===== src/rtl/if_fetch_if.sv =====
// Bundles the fetch stage's memory-read handshake, decode-side instruction
// handshake and redirect inputs. The fetch stage is the master.
interface if_fetch_if;
    logic        stall_i;
    logic        branch_i;
    logic [31:0] branch_target_i;
    logic        mem_req_o;
    logic [31:0] mem_addr_o;
    logic        mem_ack_i;
    logic [7:0]  mem_data_i;
    logic        inst_valid_o;
    logic [31:0] pc_o;
    logic [31:0] inst_o;

    modport master (
        input  stall_i,
        input  branch_i,
        input  branch_target_i,
        input  mem_ack_i,
        input  mem_data_i,
        output mem_req_o,
        output mem_addr_o,
        output inst_valid_o,
        output pc_o,
        output inst_o
    );

    modport slave (
        output stall_i,
        output branch_i,
        output branch_target_i,
        output mem_ack_i,
        output mem_data_i,
        input  mem_req_o,
        input  mem_addr_o,
        input  inst_valid_o,
        input  pc_o,
        input  inst_o
    );
endinterface


===== src/rtl/if_fetch.sv =====
// Instruction-fetch stage. Each 32-bit instruction is gathered as four byte
// reads (little-endian) from a byte-wide memory controller, then held for
// decode under a valid/stall handshake. A branch redirect from ex overrides
// everything except reset. All outputs come straight from registers.
module if_fetch #(
    parameter logic [31:0] RESET_PC = 32'h0000_0000
) (
    input  logic       clk,
    input  logic       rst,
    if_fetch_if.master bus
);

    typedef enum logic [0:0] {
        ST_FETCH = 1'b0,
        ST_VALID = 1'b1
    } state_e;

    state_e      state_q;
    logic [31:0] fetch_pc_q;
    logic [1:0]  cnt_q;
    logic [23:0] buf_q;
    logic        mem_req_q;
    logic [31:0] mem_addr_q;
    logic        inst_valid_q;
    logic [31:0] pc_q;
    logic [31:0] inst_q;

    logic [31:0] cur_byte_addr_d;
    logic [31:0] next_byte_addr_d;
    logic [31:0] next_pc_d;
    logic [23:0] buf_d;

    // Address arithmetic and the buffer with the returned byte merged into lane cnt.
    always_comb begin
        cur_byte_addr_d  = fetch_pc_q + {30'd0, cnt_q};
        next_byte_addr_d = fetch_pc_q + {30'd0, cnt_q} + 32'd1;
        next_pc_d        = fetch_pc_q + 32'd4;
        buf_d            = buf_q;
        case (cnt_q)
            2'd0:    buf_d[7:0]   = bus.mem_data_i;
            2'd1:    buf_d[15:8]  = bus.mem_data_i;
            2'd2:    buf_d[23:16] = bus.mem_data_i;
            default: buf_d        = buf_q;
        endcase
    end

    // Fetch FSM: reset, branch redirect, byte gathering and decode handshake.
    always_ff @(posedge clk) begin
        if (!rst) begin
            state_q      <= ST_FETCH;
            fetch_pc_q   <= RESET_PC;
            cnt_q        <= 2'd0;
            buf_q        <= 24'd0;
            mem_req_q    <= 1'b0;
            mem_addr_q   <= RESET_PC;
            inst_valid_q <= 1'b0;
            pc_q         <= 32'd0;
            inst_q       <= 32'd0;
        end else if (bus.branch_i) begin
            // Redirect wins: any partial word or pending instruction is dropped,
            // and an ack arriving in this cycle belongs to the abandoned fetch.
            state_q      <= ST_FETCH;
            fetch_pc_q   <= bus.branch_target_i;
            cnt_q        <= 2'd0;
            mem_req_q    <= 1'b1;
            mem_addr_q   <= bus.branch_target_i;
            inst_valid_q <= 1'b0;
        end else begin
            case (state_q)
                ST_FETCH: begin
                    if (!mem_req_q) begin
                        // First cycle after reset: raise the request; any ack
                        // seen now has no request behind it and is ignored.
                        mem_req_q  <= 1'b1;
                        mem_addr_q <= cur_byte_addr_d;
                    end else if (bus.mem_ack_i) begin
                        if (cnt_q == 2'd3) begin
                            inst_q       <= {bus.mem_data_i, buf_q};
                            pc_q         <= fetch_pc_q;
                            inst_valid_q <= 1'b1;
                            mem_req_q    <= 1'b0;
                            cnt_q        <= 2'd0;
                            state_q      <= ST_VALID;
                        end else begin
                            buf_q      <= buf_d;
                            cnt_q      <= cnt_q + 2'd1;
                            mem_addr_q <= next_byte_addr_d;
                        end
                    end else begin
                        // Waiting on the controller: address must stay stable.
                        mem_addr_q <= mem_addr_q;
                    end
                end
                ST_VALID: begin
                    if (!bus.stall_i) begin
                        inst_valid_q <= 1'b0;
                        fetch_pc_q   <= next_pc_d;
                        mem_req_q    <= 1'b1;
                        mem_addr_q   <= next_pc_d;
                        state_q      <= ST_FETCH;
                    end else begin
                        // Decode is stalled: hold the presented instruction.
                        inst_valid_q <= 1'b1;
                    end
                end
                default: begin
                    state_q      <= ST_FETCH;
                    cnt_q        <= 2'd0;
                    inst_valid_q <= 1'b0;
                    mem_req_q    <= 1'b1;
                    mem_addr_q   <= fetch_pc_q;
                end
            endcase
        end
    end

    assign bus.mem_req_o    = mem_req_q;
    assign bus.mem_addr_o   = mem_addr_q;
    assign bus.inst_valid_o = inst_valid_q;
    assign bus.pc_o         = pc_q;
    assign bus.inst_o       = inst_q;

endmodule


===== src/flat_wrapper.sv =====
// flat-port wrapper written by rule: the top's interface ports become plain ports
module if_fetch_flat 
#(
    parameter logic [31:0] RESET_PC = 32'h0000_0000
)
  (clk, rst, bus_stall_i, bus_branch_i, bus_branch_target_i, bus_mem_ack_i, bus_mem_data_i, bus_mem_req_o, bus_mem_addr_o, bus_inst_valid_o, bus_pc_o, bus_inst_o);
  if_fetch_if bus_i ();
  input  logic clk;
  input  logic rst;
  input wire logic [$bits(bus_i.stall_i)-1:0] bus_stall_i;
  input wire logic [$bits(bus_i.branch_i)-1:0] bus_branch_i;
  input wire logic [$bits(bus_i.branch_target_i)-1:0] bus_branch_target_i;
  input wire logic [$bits(bus_i.mem_ack_i)-1:0] bus_mem_ack_i;
  input wire logic [$bits(bus_i.mem_data_i)-1:0] bus_mem_data_i;
  output wire logic [$bits(bus_i.mem_req_o)-1:0] bus_mem_req_o;
  output wire logic [$bits(bus_i.mem_addr_o)-1:0] bus_mem_addr_o;
  output wire logic [$bits(bus_i.inst_valid_o)-1:0] bus_inst_valid_o;
  output wire logic [$bits(bus_i.pc_o)-1:0] bus_pc_o;
  output wire logic [$bits(bus_i.inst_o)-1:0] bus_inst_o;
  assign bus_i.stall_i = bus_stall_i;
  assign bus_i.branch_i = bus_branch_i;
  assign bus_i.branch_target_i = bus_branch_target_i;
  assign bus_i.mem_ack_i = bus_mem_ack_i;
  assign bus_i.mem_data_i = bus_mem_data_i;
  assign bus_mem_req_o = bus_i.mem_req_o;
  assign bus_mem_addr_o = bus_i.mem_addr_o;
  assign bus_inst_valid_o = bus_i.inst_valid_o;
  assign bus_pc_o = bus_i.pc_o;
  assign bus_inst_o = bus_i.inst_o;
  if_fetch #(.RESET_PC(RESET_PC)) u_core (.clk(clk), .rst(rst), .bus(bus_i));
endmodule

===== config.mk =====
export PLATFORM = sky130hd
export DESIGN_NAME = if_fetch_flat
export DESIGN_NICKNAME = d
export VERILOG_FILES = /design/src/rtl/if_fetch_if.sv /design/src/rtl/if_fetch.sv /design/src/flat_wrapper.sv
export SDC_FILE = /design/constraint.sdc
export NUM_CORES = 1
export LEC_CHECK = 0
export CAP_MARGIN = 25
export CORE_ASPECT_RATIO = 2
export CORE_MARGIN = 5
export CORE_UTILIZATION = 37
export CTS_BUF_LIST = sky130_fd_sc_hd__clkbuf_8
export CTS_CLUSTER_DIAMETER = 100
export DETAILED_ROUTE_END_ITERATION = 7
export HOLD_SLACK_MARGIN = 0.12
export PLACE_DENSITY = 0.57
export SLEW_MARGIN = 20
export SYNTH_ARGS = -nofsm -noshare
export SYNTH_HDL_FRONTEND = slang
export SYNTH_SLANG_ARGS = --single-unit

===== constraint.sdc =====
create_clock -name clk -period 8.5 [get_ports clk]
set_clock_uncertainty 0.05 [all_clocks]
set_input_delay 1.7 -clock clk [delete_from_list [all_inputs] [get_ports clk]]
set_output_delay 1.7 -clock clk [all_outputs]
set_load 0.05 [all_outputs]

==> results.cfg, run 1 <==
[outcome]
outcome = finished, final reports clean

[logic_synthesis]
netlist.area_leader.share = 0.373
synth_edf_count = 0
yosys-top-cells-count = nand2_1, dfxtp_1, a21oi_1
seq_area_frac_synth = 0.373
yosysWarnings = 0
synth_flop_cell = dfxtp_1
async_flop_share = 0
synth_seq_cells = 157
syn_inst = 1112
synthTopCellsByArea = dfxtp_1, nand2_1, a21oi_1
yosys.area.top_type = dfxtp_1
yosysMostFrequentCell = nand2_1
syn_area_um2 = 8430
syn_avg_cell_area_um2 = 7.58
yosysUniqueCellTypes = 64
syn-num-nets = 1166

[final_layout]
area_delta_synth_final_pct = 22.0
fill_cells = 2358
design_area_um2 = 10300
final_nets = 1250
layout.cells.non_filler = 1488
drive_gt1_frac = 0.0546
antenna_cells = 0

[place]
gp_congestion = 0.969
place_area_um2 = 9900
place_inst = 1457
portBuffers = 142
dpl.hpwl_um = 22000

[sta]
fin_tns_setup_ps = 0
min_period_over_period = 0.500
fmax_mhz = 235
worst_pin_slew_ps = 994
final-hold-violation-count = 0
slew_viol_final = 0
setup_viol_count_final = 0
min_period_ps = 4250
slew_headroom = 0.337
rsz0062_at_grt = no
whs_ps = 405

[drt]
highest-signal-layer = met4
drt-total-wl_um = 29800
route.detailed.drc = 0
wl_met3_um = 1290
firstDrtPassIters = 5
met1Wirelength_um = 10700
detail-route-antenna-nets = 0
wl_met2_um = 16100
vias = 8206
drt-wirelength-per-cell_um = 20.0
viasPerCell = 5.51
drt_first_iter_violations = 518

[clocking]
clk_path_buf_depth = 2
cts-root-buf = clkbuf_8
cts.sinks = 157
cts_setup_buffers = 0
cts_tree = yes
clk_pin_slew_ps = 100
worstSkewPairLatency_ps = 490
cts_made_buffers = 17
hold_buffers = 0
post_cts_resized = 0
htreeDepth = 4

[die]
start_util = 0.374
die-height_um = 224
die_area_um2 = 26100
core_um2 = 22500
row_count = 78
ioPinCount = 143
die_w_um = 117

[grt]
grt_max_degree = 87
grt_first_pass_wirelength_um = 46200
antenna_found_initial = 0
grt_overflow = 0
grtUsageTotal = 0.232
grt_pass1_vias = 8103

[critical_path]
path_class = register to register
worstSetupStartpointType = register
path_cells = ha_1 -> fa_1 -> inv_1 -> nor4_1 -> xnor2_1 -> nor4_1 -> nand2_1 -> or4_1 -> a21oi_1 -> o21ai_1
max_stage_delay_ps = 840
cpLargestDelayFamily = simple AND/OR/NAND/NOR gates
critPathBufInv = 1
critical_path_peak_fanout = 12
end_kind = register
cp.arrival_ps = 4570
crit_top_cell = nor4_1
critical-path-slowest-cell = nor4_1
worstPathRequired_ps = 8810

[pwr]
total_power_mw = 1.56
p_leak_nw = 3.34
power_density_nw_per_um2 = 152
ir_worst_vdd_v = 0.000113

[worst_hold_path]
min_path_type = register to register

[flow_run]
maxCapViolations = 0
-- metrics by stage --
stage               worst slack, ps   util
CTS                            4400  0.456
global route                   4080  0.456
global placement               4280  0.439
floorplan                      5350      -
finish                         4250  0.456
detailed placement             4220  0.439
-- state kept, by name, summed over array words and instances, names as in the netlist --
register and flops:
u_core.state_q 1, u_core.fetch_pc_q 32, u_core.bus.pc_o 32, u_core.cnt_q 2
u_core.bus.mem_req_o 1, u_core.bus.inst_o 32, u_core.bus.mem_addr_o 32, u_core.buf_q 24
u_core.bus.inst_valid_o 1
-- where the power goes --
group	internal, mW	switching, mW
Combinational	0.0801	0.125
Clock	0.257	0.300
Sequential	0.758	0.0415
-- cell usage in the layout, fill, tap and decap left out, drive strengths merged, types with 28 or more instances in the layout --
master and n:
nand2 247, clkdlybuf4s50 140, xor2 35, o21ai 46, nor2 56, a21oi 123
xnor2 60, nand3 57, nor3 28, dfxtp 157
-- worst paths after layout --
| kind | from | end | slack (ps) | depth (start not counted) |
|---|---|---|---|---|
| worst max-delay path | u_core.cnt_q[0] | u_core.bus.mem_addr_o[21] | 4250 | 10 |
| worst min-delay path | u_core.buf_q[12] | u_core.bus.inst_o[12] | 410 | 2 |
| worst max register to register | u_core.cnt_q[0] | u_core.bus.mem_addr_o[21] | 4250 | 10 |
| worst min register to register | u_core.buf_q[12] | u_core.bus.inst_o[12] | 410 | 2 |
-- worst register-to-register path: stages, from the launching register on --
cell and delay, ps:
dfxtp_1 440, ha_1 280, fa_1 490, inv_1 210
nor4_1 370, xnor2_1 160, nor4_1 840, nand2_1 480
or4_1 520, a21oi_1 180, o21ai_1 100
-- routing by layer --
layer  GRT usage  vias up
met4       0.135        0
met2       0.421      263
met5           0        -
met3      0.0391       91
met1       0.243     3837
li1            -     4015
-- area by class of cell --
class                           count  area (µm²)  area share
Timing Repair Buffer              152        1490       0.144
Tap cell                          280         350      0.0341
Clock inverter                     11         109      0.0106
Inverter                           12        45.0     0.00438
Sequential cell                   157        3140       0.305
Clock buffer                       20         275      0.0268
Multi-Input combinational cell    856        4880       0.474
-- cell families after synthesis --
group                      Yosys count  share of synthesized area
DFF                                157                      0.373
buffers and inverters               99                     0.0503
and+or+nand+nor                    494                      0.275
xor gates and xnor gates            95                     0.0986
adders and majority gates            9                     0.0142
muxes                                5                    0.00593
AOI/OAI and AO/OA                  253                      0.183
No activity file was read; power rests on OpenSTA's default activity.
==> run 2, diff against run 1 <==
clock period = 4.2 ns   (was 8.5 ns; I/O delays follow)
==> results.cfg, run 2 (synthesis gave the netlist of run 1 again) <==
[clocking]
htreeDepth = 4
clk_pin_slew_ps = 90
cts.sinks = 157
hold_buffers = 0
cts_tree = yes
cts-root-buf = clkbuf_8
clk_path_buf_depth = 2
worstSkewPairLatency_ps = 490
cts_made_buffers = 17
cts_setup_buffers = 0
post_cts_resized = 0

[pwr]
p_leak_nw = 3.44
power_density_nw_per_um2 = 289
ir_worst_vdd_v = 0.000228

[sta]
min_period_over_period = 0.878
final-hold-violation-count = 0
slew_viol_final = 0
layout_setup_ws_ps = 510
fmax_mhz = 271
fin_tns_setup_ps = 0
setup_viol_count_final = 0
rsz0062_at_grt = no
slew_headroom = 0.457
worst_pin_slew_ps = 808
whs_ps = 404
min_period_ps = 3690

[final_layout]
area_delta_synth_final_pct = 23.9
post-route-util = 0.464
fill_cells = 2366
final_cell_mix = nand2_1, dfxtp_1, clkdlybuf4s50_1
antenna_cells = 0
final_common_cell = nand2_1
drive_gt1_frac = 0.0745
final_nets = 1280
design_area_um2 = 10500

[drt]
drt-wirelength-per-cell_um = 20.4
drt-total-wl_um = 30900
vias = 8251
wl_met2_um = 17300
firstDrtPassIters = 5
wl_met3_um = 1050
met1Wirelength_um = 11000
drt_first_iter_violations = 442
highest-signal-layer = met4
detail-route-antenna-nets = 0
viasPerCell = 5.45
route.detailed.drc = 0

[critical_path]
reg2reg_from = u_core.cnt_q[0]
r2r_cells = 10
critPathBufInv = 0
cp.arrival_ps = 4050
critical_path_peak_fanout = 12
end_kind = register
r2r_setup_slack_ps = 510
rr_endpoint = u_core.bus.mem_addr_o[25]
worstSetupStartpointType = register
critPathLaunch = u_core.cnt_q[0]
cpLargestDelayFamily = simple AND/OR/NAND/NOR gates
path_cells = ha_1 -> fa_1 -> and3_1 -> nor3_1 -> nand4_1 -> nor4_1 -> nand2_1 -> nor4_4 -> xnor2_1 -> a221oi_2
worstPathRequired_ps = 4560
max_stage_delay_ps = 580
path_class = register to register
path_depth = 10
worstSetupEndpoint = u_core.bus.mem_addr_o[25]
critical-path-slowest-cell = fa_1

[die]
die_w_um = 117
die_area_um2 = 26100
die-height_um = 224
ioPinCount = 143
row_count = 78
start_util = 0.374
core_um2 = 22500

[grt]
grtUsageTotal = 0.240
antenna_found_initial = 0
grt_pass1_vias = 8237
grt_first_pass_wirelength_um = 47400
grt_overflow = 0
grt_max_degree = 65

[worst_hold_path]
holdPathStages = 2
min_path_type = register to register

[flow_run]
maxCapViolations = 0

[place]
dpl.hpwl_um = 23800
place_area_um2 = 10100
portBuffers = 142
place_ws_ps = 547
gp_congestion = 0.994

[outcome]
outcome = finished, final reports clean
==> run 2: cell count changes in the layout (fill, tap and decap cells not counted), moves of 3 or more <==
cell,change
clkbuf_8,-3
clkinvlp_4,+4
buf_4,+28
clkinv_4,-3
==> run 2: metal layers <==
metal	track usage	up-vias
li1	-	4080
met1	0.244	3881
met2	0.455	218
met3	0.0372	72
met4	0.117	0
met5	0	-
==> run 2: report_power, final <==
part / internal (mW) / switching, mW
clock: 0.391 / 0.583
sequential: 1.53 / 0.0566
combinational: 0.177 / 0.284
==> run 2: layout make-up <==
cell class,instances,area [µm²],share of cell area
Tap cell,280,350,0.0335
Inverter,12,45.0,0.00431
Timing Repair Buffer,182,1720,0.165
Clock inverter,11,75.1,0.00718
Sequential cell,157,3140,0.301
Clock buffer,17,234,0.0224
Multi-Input combinational cell,856,4880,0.467
==> run 2: tightest hold or removal path: stages, from the launching register on <==
cell	delay, ps
dfxtp_1	310
nand2_1	50
a21oi_1	50
==> run 2: through the flow <==
stage | power [mW] | cells
2_1_floorplan | 1.90 | 1112
3_3_place_gp | 2.08 | 1486
3_5_place_dp | 2.08 | 1486
4_1_cts | 3.07 | 1514
5_1_grt | 3.17 | 1515
6_report | 3.03 | 1515
==> run 2: worst min-delay path by stage <==
stage	start	to	slack, ps
final	u_core.buf_q[12]	u_core.bus.inst_o[12]	400
after global routing	u_core.bus.inst_o[2]	u_core.bus.inst_o[2]	430
after CTS	u_core.buf_q[12]	u_core.bus.inst_o[12]	410
after detailed placement	u_core.buf_q[1]	u_core.bus.inst_o[1]	400
after global placement	u_core.buf_q[13]	u_core.bus.inst_o[13]	390
after floorplan	u_core.buf_q[0]	u_core.bus.inst_o[0]	380
==> run 3, diff against run 2 <==
SLEW_MARGIN = default   (was 20)
==> results.cfg, run 3 (synthesis gave the netlist of run 1 again) <==
[pwr]
ir_worst_vdd_v = 0.000230
p_leak_nw = 3.44
power_density_nw_per_um2 = 289

[clocking]
htreeDepth = 4
hold_buffers = 0
cts.sinks = 157
clk_path_buf_depth = 2
post_cts_resized = 0
clk_pin_slew_ps = 90
cts-root-buf = clkbuf_8
worstSkewPairLatency_ps = 490
cts_made_buffers = 17
cts_setup_buffers = 0
cts_tree = yes

[die]
row_count = 78
start_util = 0.374
ioPinCount = 143
core_um2 = 22500
die_w_um = 117
die-height_um = 224
die_area_um2 = 26100

[worst_hold_path]
min-delay-start = u_core.buf_q[12]
holdPathStages = 2
min_path_type = register to register
hold_end = u_core.bus.inst_o[12]

[place]
place_inst = 1486
dpl.hpwl_um = 23800
place_ws_ps = 547
gp_congestion = 0.994
portBuffers = 142

[final_layout]
antenna_cells = 0
final_cell_mix = nand2_1, dfxtp_1, clkdlybuf4s50_1
final_common_cell = nand2_1
drive_gt1_frac = 0.0745
final_nets = 1280
layout.cells.non_filler = 1515
area_delta_synth_final_pct = 23.9

[outcome]
outcome = finished, final reports clean

[sta]
min_period_ps = 3730
slew_headroom = 0.454
setup_viol_count_final = 0
min_period_over_period = 0.888
slew_viol_final = 0
fmax_mhz = 268
worst_pin_slew_ps = 813
final-hold-violation-count = 0
fin_tns_setup_ps = 0
rsz0062_at_grt = no
layout_setup_ws_ps = 471

[critical_path]
path_class = register to register
path_cells = ha_1 -> fa_1 -> and3_1 -> nor3_1 -> nand4_1 -> nor4_1 -> nand2_1 -> nor4_4 -> xnor2_1 -> a221oi_2
cp.arrival_ps = 4090
max_stage_delay_ps = 580
cpLargestDelayFamily = simple AND/OR/NAND/NOR gates
rr_endpoint = u_core.bus.mem_addr_o[25]
r2r_setup_slack_ps = 470
critPathBufInv = 0
worstSetupStartpointType = register
critical-path-slowest-cell = fa_1
critPathLaunch = u_core.cnt_q[0]
r2r_cells = 10
worstPathRequired_ps = 4560
end_kind = register
reg2reg_from = u_core.cnt_q[0]
critical_path_peak_fanout = 12

[grt]
grt_overflow = 0
grt_first_pass_wirelength_um = 47400
grtUsageTotal = 0.240
grt_pass1_vias = 8237
antenna_found_initial = 0
grt_max_degree = 65

[drt]
drt-wirelength-per-cell_um = 20.4
drt-total-wl_um = 30900
firstDrtPassIters = 7
viasPerCell = 5.45
vias = 8257
drt_first_iter_violations = 460
detail-route-antenna-nets = 0
route.detailed.drc = 0

[flow_run]
maxCapViolations = 0
run 3: worst max path at each step:
stage / to / cells past startpoint
floorplan: u_core.bus.mem_addr_o[26] / 11
global placement: u_core.bus.mem_addr_o[20] / 12
detailed placement: u_core.bus.mem_addr_o[25] / 10
CTS: u_core.bus.mem_addr_o[25] / 10
global route: u_core.bus.mem_addr_o[25] / 10
finish: u_core.bus.mem_addr_o[25] / 10
run 3: through the flow:
stage / utilization / area (µm²) / total power [mW] / hold WS [ps]
6_report: 0.464 / 10500 / 3.03 / 402
5_1_grt: 0.464 / 10500 / 3.17 / 426
4_1_cts: 0.463 / 10400 / 3.07 / 406
3_5_place_dp: 0.450 / 10100 / 2.08 / 395
3_3_place_gp: 0.450 / 10100 / 2.08 / 387
2_1_floorplan: - / 8430 / 1.90 / 382
run 3: metal layers:
metal	vias to the layer above	part of all wire	global-route usage
li1	4078	-	-
met5	-	0	0
met3	67	0.036	0.0372
met2	230	0.56	0.455
met4	0	0.048	0.117
met1	3882	0.36	0.244
run 3: cell type report:
cell class,count,area [µm²]
Clock buffer,17,234
Clock inverter,11,75.1
Fill cell,2367,12100
Inverter,12,45.0
Multi-Input combinational cell,856,4880
Sequential cell,157,3140
Tap cell,280,350
Timing Repair Buffer,182,1720
run 3: report_power, final:
| group | total (mW) | internal, mW | switching [mW] |
|---|---|---|---|
| clock network | 0.974 | 0.391 | 0.583 |
| registers | 1.59 | 1.53 | 0.0567 |
| logic | 0.461 | 0.177 | 0.285 |
| total | 3.03 | 2.10 | 0.924 |
run 3: worst reg2reg max path: cells and delay by family (launching register included):
kind / cells / cell delay [ps]
adder cells (fa/ha/maj): 2 / 860
flip-flops: 1 / 370
XOR/XNOR: 1 / 140
AND/OR/NAND/NOR: 6 / 1980
AO/OA/AOI/OAI: 1 / 230
